File: config.mk
export PLATFORM = sky130hd
export DESIGN_NAME = tlb_controller
export DESIGN_NICKNAME = d
export VERILOG_FILES = /design/src/rtl/tlb_pkg.sv /design/src/rtl/tlb_victim_sel.sv /design/src/rtl/tlb_controller.sv
export SDC_FILE = /design/constraint.sdc
export NUM_CORES = 1
export LEC_CHECK = 0
export BUFFER_PORTS_ARGS = -buffer_cell sky130_fd_sc_hd__buf_2
export CAP_MARGIN = 15
export CORE_MARGIN = 2
export CORE_UTILIZATION = 40
export CTS_CLUSTER_SIZE = 25
export DETAILED_ROUTE_END_ITERATION = 16
export GPL_TIMING_DRIVEN = 0
export PLACE_DENSITY_LB_ADDON = 0.25
export SYNTH_ARGS = -nofsm -noshare
export SYNTH_HDL_FRONTEND = slang
export SYNTH_SLANG_ARGS = --single-unit
File: constraint.sdc
create_clock -name clk -period 2.2 [get_ports clk]
set_clock_uncertainty 0.05 [all_clocks]
set_input_delay 0.11 -clock clk [delete_from_list [all_inputs] [get_ports clk]]
set_output_delay 0.11 -clock clk [all_outputs]
set_load 0.05 [all_outputs]
File: src/rtl/tlb_pkg.sv
// Shared types and constants for the TLB controller and its victim selector.
package tlb_pkg;

  localparam int TLB_ENTRIES = 4;
  localparam int VPN_W       = 6;
  localparam int PPN_W       = 2;

  localparam logic PT_RW_READ  = 1'b0;
  localparam logic PT_RW_WRITE = 1'b1;

  typedef struct packed {
    logic             valid;
    logic [VPN_W-1:0] vpn;
    logic [PPN_W-1:0] ppn;
    logic             dirty;
    logic             referenced;
  } tlb_entry_t;

  typedef enum logic [2:0] {
    IDLE   = 3'd0,
    LOOKUP = 3'd1,
    WB     = 3'd2,
    WALK   = 3'd3,
    FILL   = 3'd4,
    RESP   = 3'd5
  } tlb_state_e;

  function automatic logic [15:0] sat_inc(input logic [15:0] v);
    return (v == 16'hFFFF) ? v : v + 16'd1;
  endfunction

endpackage

File: src/rtl/tlb_victim_sel.sv
// Combinational victim pick: lowest-index invalid entry, else the round-robin pointer.
// victim_valid_o=1 means the chosen slot holds a live entry that must be written back.
module tlb_victim_sel
  import tlb_pkg::*;
#(
  parameter int ENTRIES = TLB_ENTRIES,
  localparam int IDX_W  = $clog2(ENTRIES)
) (
  input  logic [ENTRIES-1:0] valid_i,
  input  logic [IDX_W-1:0]   rr_ptr_i,
  output logic [IDX_W-1:0]   victim_idx_o,
  output logic               victim_valid_o
);

  always_comb begin
    victim_idx_o   = rr_ptr_i;
    victim_valid_o = 1'b1;
    // Descending scan so the lowest free index is the last one written.
    for (int i = ENTRIES - 1; i >= 0; i--) begin
      if (!valid_i[i]) begin
        victim_idx_o   = IDX_W'(i);
        victim_valid_o = 1'b0;
      end
    end
  end

endmodule

File: src/rtl/tlb_controller.sv
// Fully associative TLB in front of the page table; hit answers 2 clk after accept, miss 3 + walk (+ WB) clk.
// No response backpressure; req_ready only in IDLE without flush. Optional counters under TLB_STATS_EN.
module tlb_controller
  import tlb_pkg::*;
#(
  parameter int ENTRIES = TLB_ENTRIES
) (
  input  logic             clk,
  input  logic             rst_n,
  input  logic             req_valid,
  input  logic [VPN_W-1:0] req_vpn,
  input  logic             req_write,
  input  logic             flush,
  output logic             req_ready,
  output logic             resp_valid,
  output logic [PPN_W-1:0] resp_ppn,
  output logic             resp_hit,
  output logic             resp_fault,
  output logic             pt_req,
  output logic             pt_rw,
  output logic [VPN_W-1:0] pt_vpn,
  output logic             pt_dirty_wb,
  output logic             pt_ref_wb,
  input  logic             pt_done,
  input  logic [PPN_W-1:0] pt_ppn,
  input  logic             pt_fault,
  input  logic             pt_dirty,
  input  logic             pt_ref
`ifdef TLB_STATS_EN
  , output logic [15:0]    hit_count
  , output logic [15:0]    miss_count
`endif
);

  localparam int IDX_W = $clog2(ENTRIES);

  tlb_state_e       state_q, state_d;
  tlb_entry_t       entries_q [ENTRIES];
  tlb_entry_t       entries_d [ENTRIES];
  logic [VPN_W-1:0] vpn_q, vpn_d;
  logic             write_q, write_d;
  logic [IDX_W-1:0] victim_q, victim_d;
  logic             evict_q, evict_d;
  logic [IDX_W-1:0] rr_q, rr_d;
  logic             flush_pend_q, flush_pend_d;
  logic [PPN_W-1:0] fill_ppn_q, fill_ppn_d;
  logic             fill_dirty_q, fill_dirty_d;
  logic             fill_ref_q, fill_ref_d;
  logic             rsp_hit_q, rsp_hit_d;
  logic             rsp_fault_q, rsp_fault_d;
  logic [PPN_W-1:0] rsp_ppn_q, rsp_ppn_d;

  logic [ENTRIES-1:0] valid_vec;
  logic               hit;
  logic [IDX_W-1:0]   hit_idx;
  logic [IDX_W-1:0]   vs_idx;
  logic               vs_valid;
  logic               flush_apply;

  always_comb begin
    hit     = 1'b0;
    hit_idx = '0;
    for (int i = 0; i < ENTRIES; i++) begin
      valid_vec[i] = entries_q[i].valid;
      if (entries_q[i].valid && (entries_q[i].vpn == vpn_q)) begin
        hit     = 1'b1;
        hit_idx = IDX_W'(i);
      end
    end
  end

  tlb_victim_sel #(.ENTRIES(ENTRIES)) u_victim_sel (
    .valid_i        (valid_vec),
    .rr_ptr_i       (rr_q),
    .victim_idx_o   (vs_idx),
    .victim_valid_o (vs_valid)
  );

  always_ff @(posedge clk or negedge rst_n) begin
    if (!rst_n) state_q <= IDLE;
    else        state_q <= state_d;
  end

  always_comb begin
    state_d = state_q;
    case (state_q)
      IDLE:    if (!flush && req_valid) state_d = LOOKUP;
      LOOKUP:  state_d = hit ? RESP : (vs_valid ? WB : WALK);
      WB:      if (pt_done) state_d = WALK;
      WALK:    if (pt_done) state_d = pt_fault ? RESP : FILL;
      FILL:    state_d = RESP;
      RESP:    state_d = IDLE;
      default: state_d = IDLE;
    endcase
  end

  always_comb begin
    req_ready   = (state_q == IDLE) && !flush;
    resp_valid  = (state_q == RESP);
    resp_hit    = (state_q == RESP) && rsp_hit_q;
    resp_fault  = (state_q == RESP) && rsp_fault_q;
    resp_ppn    = (state_q == RESP) ? rsp_ppn_q : '0;
    pt_req      = (state_q == WB) || (state_q == WALK);
    pt_rw       = (state_q == WB) ? PT_RW_WRITE : PT_RW_READ;
    pt_vpn      = '0;
    pt_dirty_wb = 1'b0;
    pt_ref_wb   = 1'b0;
    if (state_q == WB) begin
      pt_vpn      = entries_q[victim_q].vpn;
      pt_dirty_wb = entries_q[victim_q].dirty;
      pt_ref_wb   = entries_q[victim_q].referenced;
    end else if (state_q == WALK) begin
      pt_vpn = vpn_q;
    end
  end

  always_comb begin
    entries_d    = entries_q;
    vpn_d        = vpn_q;
    write_d      = write_q;
    victim_d     = victim_q;
    evict_d      = evict_q;
    rr_d         = rr_q;
    flush_pend_d = flush_pend_q;
    fill_ppn_d   = fill_ppn_q;
    fill_dirty_d = fill_dirty_q;
    fill_ref_d   = fill_ref_q;
    rsp_hit_d    = rsp_hit_q;
    rsp_fault_d  = rsp_fault_q;
    rsp_ppn_d    = rsp_ppn_q;
    flush_apply  = 1'b0;

    if (flush && (state_q != IDLE) && (state_q != RESP)) flush_pend_d = 1'b1;

    case (state_q)
      IDLE: begin
        if (flush) begin
          flush_apply = 1'b1;
        end else if (req_valid) begin
          vpn_d   = req_vpn;
          write_d = req_write;
        end
      end
      LOOKUP: begin
        if (hit) begin
          entries_d[hit_idx].referenced = 1'b1;
          entries_d[hit_idx].dirty      = entries_q[hit_idx].dirty | write_q;
          rsp_hit_d   = 1'b1;
          rsp_fault_d = 1'b0;
          rsp_ppn_d   = entries_q[hit_idx].ppn;
        end else begin
          victim_d = vs_idx;
          evict_d  = vs_valid;
        end
      end
      WALK: begin
        if (pt_done) begin
          if (pt_fault) begin
            // The victim's state now lives only in the page table, so drop it.
            if (evict_q) entries_d[victim_q].valid = 1'b0;
            rsp_hit_d   = 1'b0;
            rsp_fault_d = 1'b1;
            rsp_ppn_d   = '0;
          end else begin
            fill_ppn_d   = pt_ppn;
            fill_dirty_d = pt_dirty | write_q;
            fill_ref_d   = pt_ref | 1'b1;
          end
        end
      end
      FILL: begin
        entries_d[victim_q] = '{valid: 1'b1, vpn: vpn_q, ppn: fill_ppn_q,
                                dirty: fill_dirty_q, referenced: fill_ref_q};
        if (evict_q) rr_d = rr_q + IDX_W'(1);
        rsp_hit_d   = 1'b0;
        rsp_fault_d = 1'b0;
        rsp_ppn_d   = fill_ppn_q;
      end
      RESP: begin
        if (flush || flush_pend_q) begin
          flush_apply  = 1'b1;
          flush_pend_d = 1'b0;
        end
      end
      default: ;
    endcase

    if (flush_apply) begin
      for (int i = 0; i < ENTRIES; i++) entries_d[i].valid = 1'b0;
    end
  end

  always_ff @(posedge clk or negedge rst_n) begin
    if (!rst_n) begin
      for (int i = 0; i < ENTRIES; i++) entries_q[i] <= '0;
      vpn_q        <= '0;
      write_q      <= 1'b0;
      victim_q     <= '0;
      evict_q      <= 1'b0;
      rr_q         <= '0;
      flush_pend_q <= 1'b0;
      fill_ppn_q   <= '0;
      fill_dirty_q <= 1'b0;
      fill_ref_q   <= 1'b0;
      rsp_hit_q    <= 1'b0;
      rsp_fault_q  <= 1'b0;
      rsp_ppn_q    <= '0;
    end else begin
      entries_q    <= entries_d;
      vpn_q        <= vpn_d;
      write_q      <= write_d;
      victim_q     <= victim_d;
      evict_q      <= evict_d;
      rr_q         <= rr_d;
      flush_pend_q <= flush_pend_d;
      fill_ppn_q   <= fill_ppn_d;
      fill_dirty_q <= fill_dirty_d;
      fill_ref_q   <= fill_ref_d;
      rsp_hit_q    <= rsp_hit_d;
      rsp_fault_q  <= rsp_fault_d;
      rsp_ppn_q    <= rsp_ppn_d;
    end
  end

`ifdef TLB_STATS_EN
  logic [15:0] hit_cnt_q, miss_cnt_q;

  // A flush applied on the RESP edge wins over that response's increment.
  always_ff @(posedge clk or negedge rst_n) begin
    if (!rst_n) begin
      hit_cnt_q  <= '0;
      miss_cnt_q <= '0;
    end else if (flush_apply) begin
      hit_cnt_q  <= '0;
      miss_cnt_q <= '0;
    end else if (state_q == RESP) begin
      if (rsp_hit_q) hit_cnt_q  <= sat_inc(hit_cnt_q);
      else           miss_cnt_q <= sat_inc(miss_cnt_q);
    end
  end

  assign hit_count  = hit_cnt_q;
  assign miss_count = miss_cnt_q;
`endif

endmodule

==> results of run 1 <==
stage by stage:
stage          setup TNS [ps]  hold WS [ps]  instances
3_3_place_gp            -2470           291        540
2_1_floorplan               0          -236        398
3_5_place_dp            -1160           248        540
4_1_cts                  -184           105        577
6_report                 -234           145        585
5_1_grt                  -860           136        585
cells by family after synthesis:
group / Yosys count
flip-flops: 68
multiplexers: 30
buffers and inverters: 27
AND/OR/NAND/NOR: 175
AO/OA/AOI/OAI: 72
XOR/XNOR: 26
routing by layer:
| layer | part of all wire | up-vias | GRT usage | wire (um) |
|---|---|---|---|---|
| met5 | 0 | - | 0 | 0 |
| met4 | 0.019 | 0 | 0.0738 | 197 |
| met1 | 0.45 | 1558 | 0.286 | 4570 |
| li1 | - | 1511 | - | - |
| met3 | 0.049 | 16 | 0.0416 | 501 |
| met2 | 0.48 | 98 | 0.351 | 4950 |
what timing repair did:
action                                  in CTS  in global routing
pin swaps                                    3                  6
resized for setup                           11                 22
hold buffers                                13                  0
hold endpoints to repair                    80                  0
endpoints found under the setup margin      17                 32
gates cloned                                 0                  0
buffers inserted                             8                  8
worst reg2reg max path, cell delays in order (launching register included):
cell and delay (ps):
dfrtp_1 380, buf_6 130, buf_4 150, xnor2_1 150, nand3_1 140, nor2_2 240, nor2_2 60, a221o_1 300
a221o_1 360, a22o_1 220
synth_stat cells (2+ instances only):
master    number
mux2_2        18
nand4_1        4
a21o_1         2
dfrtp_1       68
nand2b_1       3
a21oi_1       24
a221oi_1       2
nor2_1        20
buf_2          5
xor2_1         6
clkbuf_1       5
a221o_1        2
o21ai_0       27
xnor2_1       18
a22o_1         2
or2_2          2
and3_1         3
and2_1         4
o21a_1         2
inv_1          6
mux2i_1        4
nor3_2         2
buf_1          2
or3_1          3
nor3_1         6
mux4_2         8
nand3_1        7
nor3b_1        2
nand2_1      112
buf_6          6
layout make-up:
cell class | count | area share
flip-flops and latches | 68 | 0.369
multi-input cells | 303 | 0.432
repair buffers | 60 | 0.0891
plain buffers | 20 | 0.0338
clock buffers | 11 | 0.0328
well taps | 111 | 0.0301
inverters | 7 | 0.00569
clock inverters | 5 | 0.00785
flip-flops by register name (all words and copies together), names as in the netlist:
register      flops
rsp_ppn_q         2
write_q           1
entries_q        44
vpn_q             6
flush_pend_q      1
rr_q              2
fill_ppn_q        2
rsp_fault_q       1
rsp_hit_q         1
fill_ref_q        1
fill_dirty_q      1
victim_q          2
evict_q           1
state_q           3
layout by cell type, fill, tap and decap left out, types with 4 or more instances in the layout:
cell	synthesis	final
mux2i_1	4	4
xor2_1	6	6
dfrtp_1	68	67
xnor2_1	18	14
nor3_1	6	4
mux2_2	18	18
and2_1	4	4
nand3_1	7	5
buf_4	1	17
a21oi_1	24	24
nor2_1	20	19
inv_1	6	6
buf_2	5	34
nand2_1	112	112
mux4_2	8	8
o21ai_0	27	27
clkbuf_2	0	5
xnor2_2	1	5
dlygate4sd3_1	0	13
buf_6	6	8
nand4_1	4	4
clkbuf_8	1	12
worst max-delay path by stage:
stage	slack, ps	depth (start not counted)	end	from
final	-90	9	rsp_ppn_q[1]	vpn_q[5]
after global routing	-190	8	rsp_ppn_q[1]	vpn_q[1]
after CTS	-100	8	rsp_ppn_q[1]	vpn_q[1]
after detailed placement	-280	7	fill_ppn_q[1]	state_q[1]
after global placement	-350	8	entries_q[1]	state_q[1]
after floorplan	60	3	resp_fault	state_q[2]
power by group:
part	switching [uW]	internal [uW]	total, uW
Clock	512	470	982
Combinational	1580	1090	2660
Sequential	213	1510	1720
Total	2300	3060	5370
==> summary.md, run 1 <==
| Metric | Value |
|---|---|
| Critical path class | register to register |
| Worst vdd ir | 0.617 mV |
| Share of Yosys cell area claimed by the top area cell type | 0.454 |
| R2r worst-path depth | 9 |
| Startpoint Class | register |
| Worst r2r src | vpn_q[5] |
| Max incr delay on CP | 380 ps |
| Final WS setup | -88.5 ps |
| # nets final | 486 |
| Post-Syn Area per Cell | 9.42 um2 |
| Post-layout util | 0.505 |
| Top delay family on crit path | compound AO/OA/AOI/OAI gates |
| Hold Path Sink | state_q[0] |
| Synth warnings | 0 |
| Combinational family with the most area after synthesis | simple AND/OR/NAND/NOR gates |
| Final wirelength | 10,200 um |
| Post-synthesis cell count | 398 |
| Leakage power | 0.00216 uW |
| Rel. slew slack | 0.372 |
| Failing checks | setup timing |
| Share of cells above drive strength 1 | 0.289 |
| Ports | 33 |
| Hold path depth | 5 |
| Core footprint | 0.00915 mm2 |
| Fin area | 0.00462 mm2 |
| Worst path required time | 2400 ps |
| Syn_nets | 415 |
| Worst-Margin Slew | 937 ps |
| Via count of the first global-routing pass | 3,173 |
| Initial Util | 0.409 |
| Worst-path cell chain | buf_6, buf_4, xnor2_1, nand3_1, nor2_2, nor2_2, a221o_1, a221o_1, a22o_1 |
| Max Slew Vio Count | 0 |
| Pwr per Cell Area | 1160 mW/mm2 |
| Die area | 0.0102 mm2 |
| Via count | 3,183 |
| HP Start | req_valid |
| Final hold viol count | 0 |
| Final critical-path share of the clock period | 1.04 |
| Grt total ovfl | 0 |
| CP max FO | 6 |
| Simple-gate area share of the yosys netlist | 0.208 |
| CTS Buf Count | 9 |
| Netlist area before placement | 0.00375 mm2 |
| Synth-to-layout area growth | 23.3% |
| IO Port Bufs | 31 |
| Htree depth | 3 |
| Vias per cell | 5.44 |
| Min Tclk post-route | 2290 ps |
| Number of synthesized flops with an enable pin | 0 |
| Die width | 101 um |
| Post-DRT Antenna Nets | 0 |
| Async SR Flop Fraction | 1.00 |
| Fill count | 871 |
| Reg2reg end | rsp_ppn_q[1] |
| Unrepaired setup endpoints after global routing | true |
| FF/Latch Area | 0.00170 mm2 |
| Root Driver | clkbuf_8 |
| Antenna Cells | 0 |
| Multi-input logic area | 0.00200 mm2 |
| Clock Sinks | 68 |
| Synth top area cells | dfrtp_1, nand2_1, mux2_2, mux4_2, xnor2_1 |
| Largest net degree at the start of global routing | 69 |
| Setup WS pre-CTS | -275 ps |
| GRT Total Usage | 0.215 |
| Max-Cap Viols | 0 |
| Clock slew at reported path FFs | 80 ps |
| Final setup vio count | 3 |
| Post-synthesis sequential element count | 68 |
| Clk Latency, worst-skew pair | 360 ps |
| Total chip power | 5370 uW |
| Die Y | 101 um |
| Row count | 35 |
| Cell taking the most area after synthesis | dfrtp_1 |
| FF-to-FF setup slack | -90 ps |
| Adder-Cell Fraction of Synth Area | 0 |
| Max Buffers Root-to-Sink | 2 |
| Synth Flop Type | dfrtp_1 |
| CTS tree | yes |
| First-pass GRT wire length | 16,400 um |
| CP bufs+invs | 2 |
| Synth Area in XOR/XNOR | 0.0648 |
| CP arrival | 2490 ps |
| CP max stage cell | dfrtp_1 |
| GP Congestion | 0.849 |
| Initial DRT Pass Iterations | 5 |
| DRC | 0 |
| Max Fclk | 437 MHz |
| WL/cell | 17.5 um |
| Mux cell area share after synthesis | 0.113 |
| DR iter-0 viols | 215 |
| Initial antenna violation count | 0 |
| Sequential fraction of the synthesis area | 0.454 |
| DP HPWL | 6800 um |
| Synth unique cells | 53 |
| Compound-Gate Fraction of Synth Area | 0.116 |
| Crit path capture type | register |
| Hold Path Class | input pin to register |
| Status | complete, but fails checks |
| Placed Instance Area | 0.00406 mm2 |
No activity file was read; power rests on OpenSTA's default activity.
==> run 2, diff against run 1 <==
==> constraint.sdc (replaced) <==
create_clock -name clk -period 2.6 [get_ports clk]
set_clock_uncertainty 0.05 [all_clocks]
set_input_delay 0.13 -clock clk [delete_from_list [all_inputs] [get_ports clk]]
set_output_delay 0.13 -clock clk [all_outputs]
set_load 0.05 [all_outputs]
==> run 2 against run 1 <==
The run now ends clean; cell count shrank 3.1%; clock power rose by 27%; die area unchanged; highest routed layer unchanged.
==> summary.md, run 2 (synthesized netlist as in run 1, its figures left out) <==
| Metric | Value |
|---|---|
| DP HPWL | 6640 um (-2.3%) |
| FF-to-FF setup slack | 220 ps (+300 ps) |
| Worst r2r src | state_q[1] |
| Pwr per Cell Area | 1060 mW/mm2 (-8.9%) |
| Die area | 0.0102 mm2 (unchanged) |
| Core footprint | 0.00915 mm2 (unchanged) |
| Antenna Cells | 0 (unchanged) |
| CP most frequent cell | buf_2 |
| Ports | 33 (unchanged) |
| Final TNS setup | 0 ps (+234 ps) |
| Max Slew Vio Count | 0 (unchanged) |
| Hold path depth | 2 (-3) |
| CP arrival | 2570 ps (+80 ps) |
| Setup bufs post-CTS | 0 (-8) |
| Rel. slew slack | 0.378 (+0.00538) |
| CP max FO | 9 (+3) |
| Status | complete, no violations |
| CTS tree | yes |
| Layout Cells excl Fill | 567 (-3.1%) |
| Clock slew at reported path FFs | 80 ps (about the same) |
| Highest metal used | met4 |
| Crit path capture type | register |
| Final setup vio count | 0 (-3) |
| Final WS setup | 216 ps (+305 ps) |
| Final critical-path share of the clock period | 0.917 (-0.123) |
| Hold Path Class | input pin to register |
| Synth-to-layout area growth | 18.8% |
| CTS Buf Count | 9 (unchanged) |
| HP Start | pt_done |
| Max incr delay on CP | 670 ps (+290 ps) |
| DR iter-0 viols | 174 (-19%) |
| Grt total ovfl | 0 (unchanged) |
| GP Congestion | 0.846 (-0.29%) |
| Leakage power | 0.00207 uW (-4.2%) |
| Total chip power | 4710 uW (-12%) |
| Max-Cap Viols | 0 (unchanged) |
| Vias per cell | 5.48 (+0.68%) |
| Met1 WL | 4470 um (-2.1%) |
| Clk Latency, worst-skew pair | 350 ps (about the same) |
| Initial antenna violation count | 0 (unchanged) |
| CP bufs+invs | 3 (+1) |
| Share of cells above drive strength 1 | 0.221 (-0.0675) |
| Clock Sinks | 68 (unchanged) |
| Critical path class | register to register |
| DRC | 0 (unchanged) |
| # nets final | 468 (-3.7%) |
| Number of flip-flops in the largest register | 44 (unchanged) |
| Worst-path cell chain | buf_2, nand2b_1, buf_2, inv_2, nand2_1, nor3b_1, mux2_2 |
| Met3 WL | 437 um (-13%) |
| First-pass GRT wire length | 16,000 um (-2.1%) |
| Fin area | 0.00445 mm2 (-3.7%) |
| Top delay family on crit path | simple AND/OR/NAND/NOR gates |
| Startpoint Class | register |
| Reg2reg end | fill_ppn_q[1] |
| Root Driver | clkbuf_8 |
| Row count | 35 (unchanged) |
| Die Y | 101 um (unchanged) |
| Commonest cells after routing, fill and taps aside | nand2_1, dfrtp_1, buf_2 |
| Max Buffers Root-to-Sink | 2 (unchanged) |
| Htree depth | 3 (unchanged) |
| Most common cell after layout, fill and taps aside | nand2_1 |
| Biggest register | entries_q |
| Routed wl met2 | 4680 um (-5.3%) |
| Die width | 101 um (unchanged) |
| Worst-Margin Slew | 929 ps (-8.03 ps) |
| Via count | 3,106 (-2.4%) |
| R2r worst-path depth | 7 (-2) |
| WL/cell | 17.2 um (-1.3%) |
| Post-DRT Antenna Nets | 0 (unchanged) |
| Min Tclk post-route | 2380 ps (+95.1 ps) |
| Max Fclk | 420 MHz (-4.0%) |
| Final hold viol count | 0 (unchanged) |
| GRT Total Usage | 0.208 (-0.00683) |
| Unrepaired setup endpoints after global routing | false |
| Hold Path Sink | state_q[0] |
| IO Port Bufs | 31 (unchanged) |
| Biggest regs | entries_q x44, vpn_q x6, state_q x3 |
| Largest net degree at the start of global routing | 69 (unchanged) |
| Initial Util | 0.409 (unchanged) |
| Worst vdd ir | 0.562 mV (-9.0%) |
| Final wirelength | 9770 um (-4.4%) |
| Initial DRT Pass Iterations | 5 (unchanged) |
| Worst path required time | 2780 ps (+380 ps) |
| Via count of the first global-routing pass | 3,047 (-4.0%) |
| Setup WS pre-CTS | 216 ps (+491 ps) |
| Dpl cells | 540 (unchanged) |
| CP max stage cell | nor3b_1 |
| Placed Instance Area | 0.00405 mm2 (-0.15%) |
==> run 2: cell types whose count changed in the layout (fill, tap and decap cells not counted), sizes merged <==
cell	before	now
buf	60	45
bufinv	0	5
clkbuf	18	15
clkinvlp	3	1
dlygate4sd3	13	11
clkinv	2	1
==> run 2: final cells by class <==
class,count,area [um2]
Buffer,20,140
Clock buffer,9,124
Clock inverter,7,163
Fill cell,877,4700
Inverter,7,26.3
Multi-Input combinational cell,303,1890
Sequential cell,68,1700
Tap cell,111,139
Timing Repair Buffer,42,268
==> run 2: worst max path at each step <==
stage | from | end | slack, ps | cells past startpoint
after floorplan | state_q[1] | req_ready | 170 | 3
after global placement | state_q[1] | entries_q[1] | 3 | 8
after detailed placement | state_q[1] | fill_ppn_q[0] | 220 | 7
after CTS | state_q[1] | fill_ppn_q[0] | 190 | 7
after global routing | state_q[1] | fill_ppn_q[0] | 8 | 7
final | state_q[1] | fill_ppn_q[1] | 220 | 7
==> run 2: timing repair <==
action                    in CTS  in global routing
hold buffers                  11                  0
hold endpoints to repair      78                  0
resized for setup              0                  0
==> run 2: per-layer routing <==
metal / global-route usage / up-vias
met5: 0 / -
met2: 0.335 / 82
met4: 0.0727 / 0
met1: 0.281 / 1532
met3: 0.0395 / 18
li1: - / 1474
==> run 2: power breakdown <==
part	internal, uW	switching (uW)	total [uW]
registers	1280	180	1460
clock network	829	422	1250
logic	766	1240	2000
==> run 2: worst register-to-register path, stage by stage, from the launching register on <==
cell      delay (ps)
dfrtp_1          330
buf_2            210
nand2b_1          80
buf_2            200
inv_2            110
nand2_1          210
nor3b_1          670
mux2_2           410
==> run 2: through the flow <==
stage          hold WS, ps  utilization
3_3_place_gp           310        0.442
2_1_floorplan         -216            -
3_5_place_dp           258        0.443
5_1_grt               35.7        0.486
4_1_cts               17.1        0.486
6_report              25.2        0.486
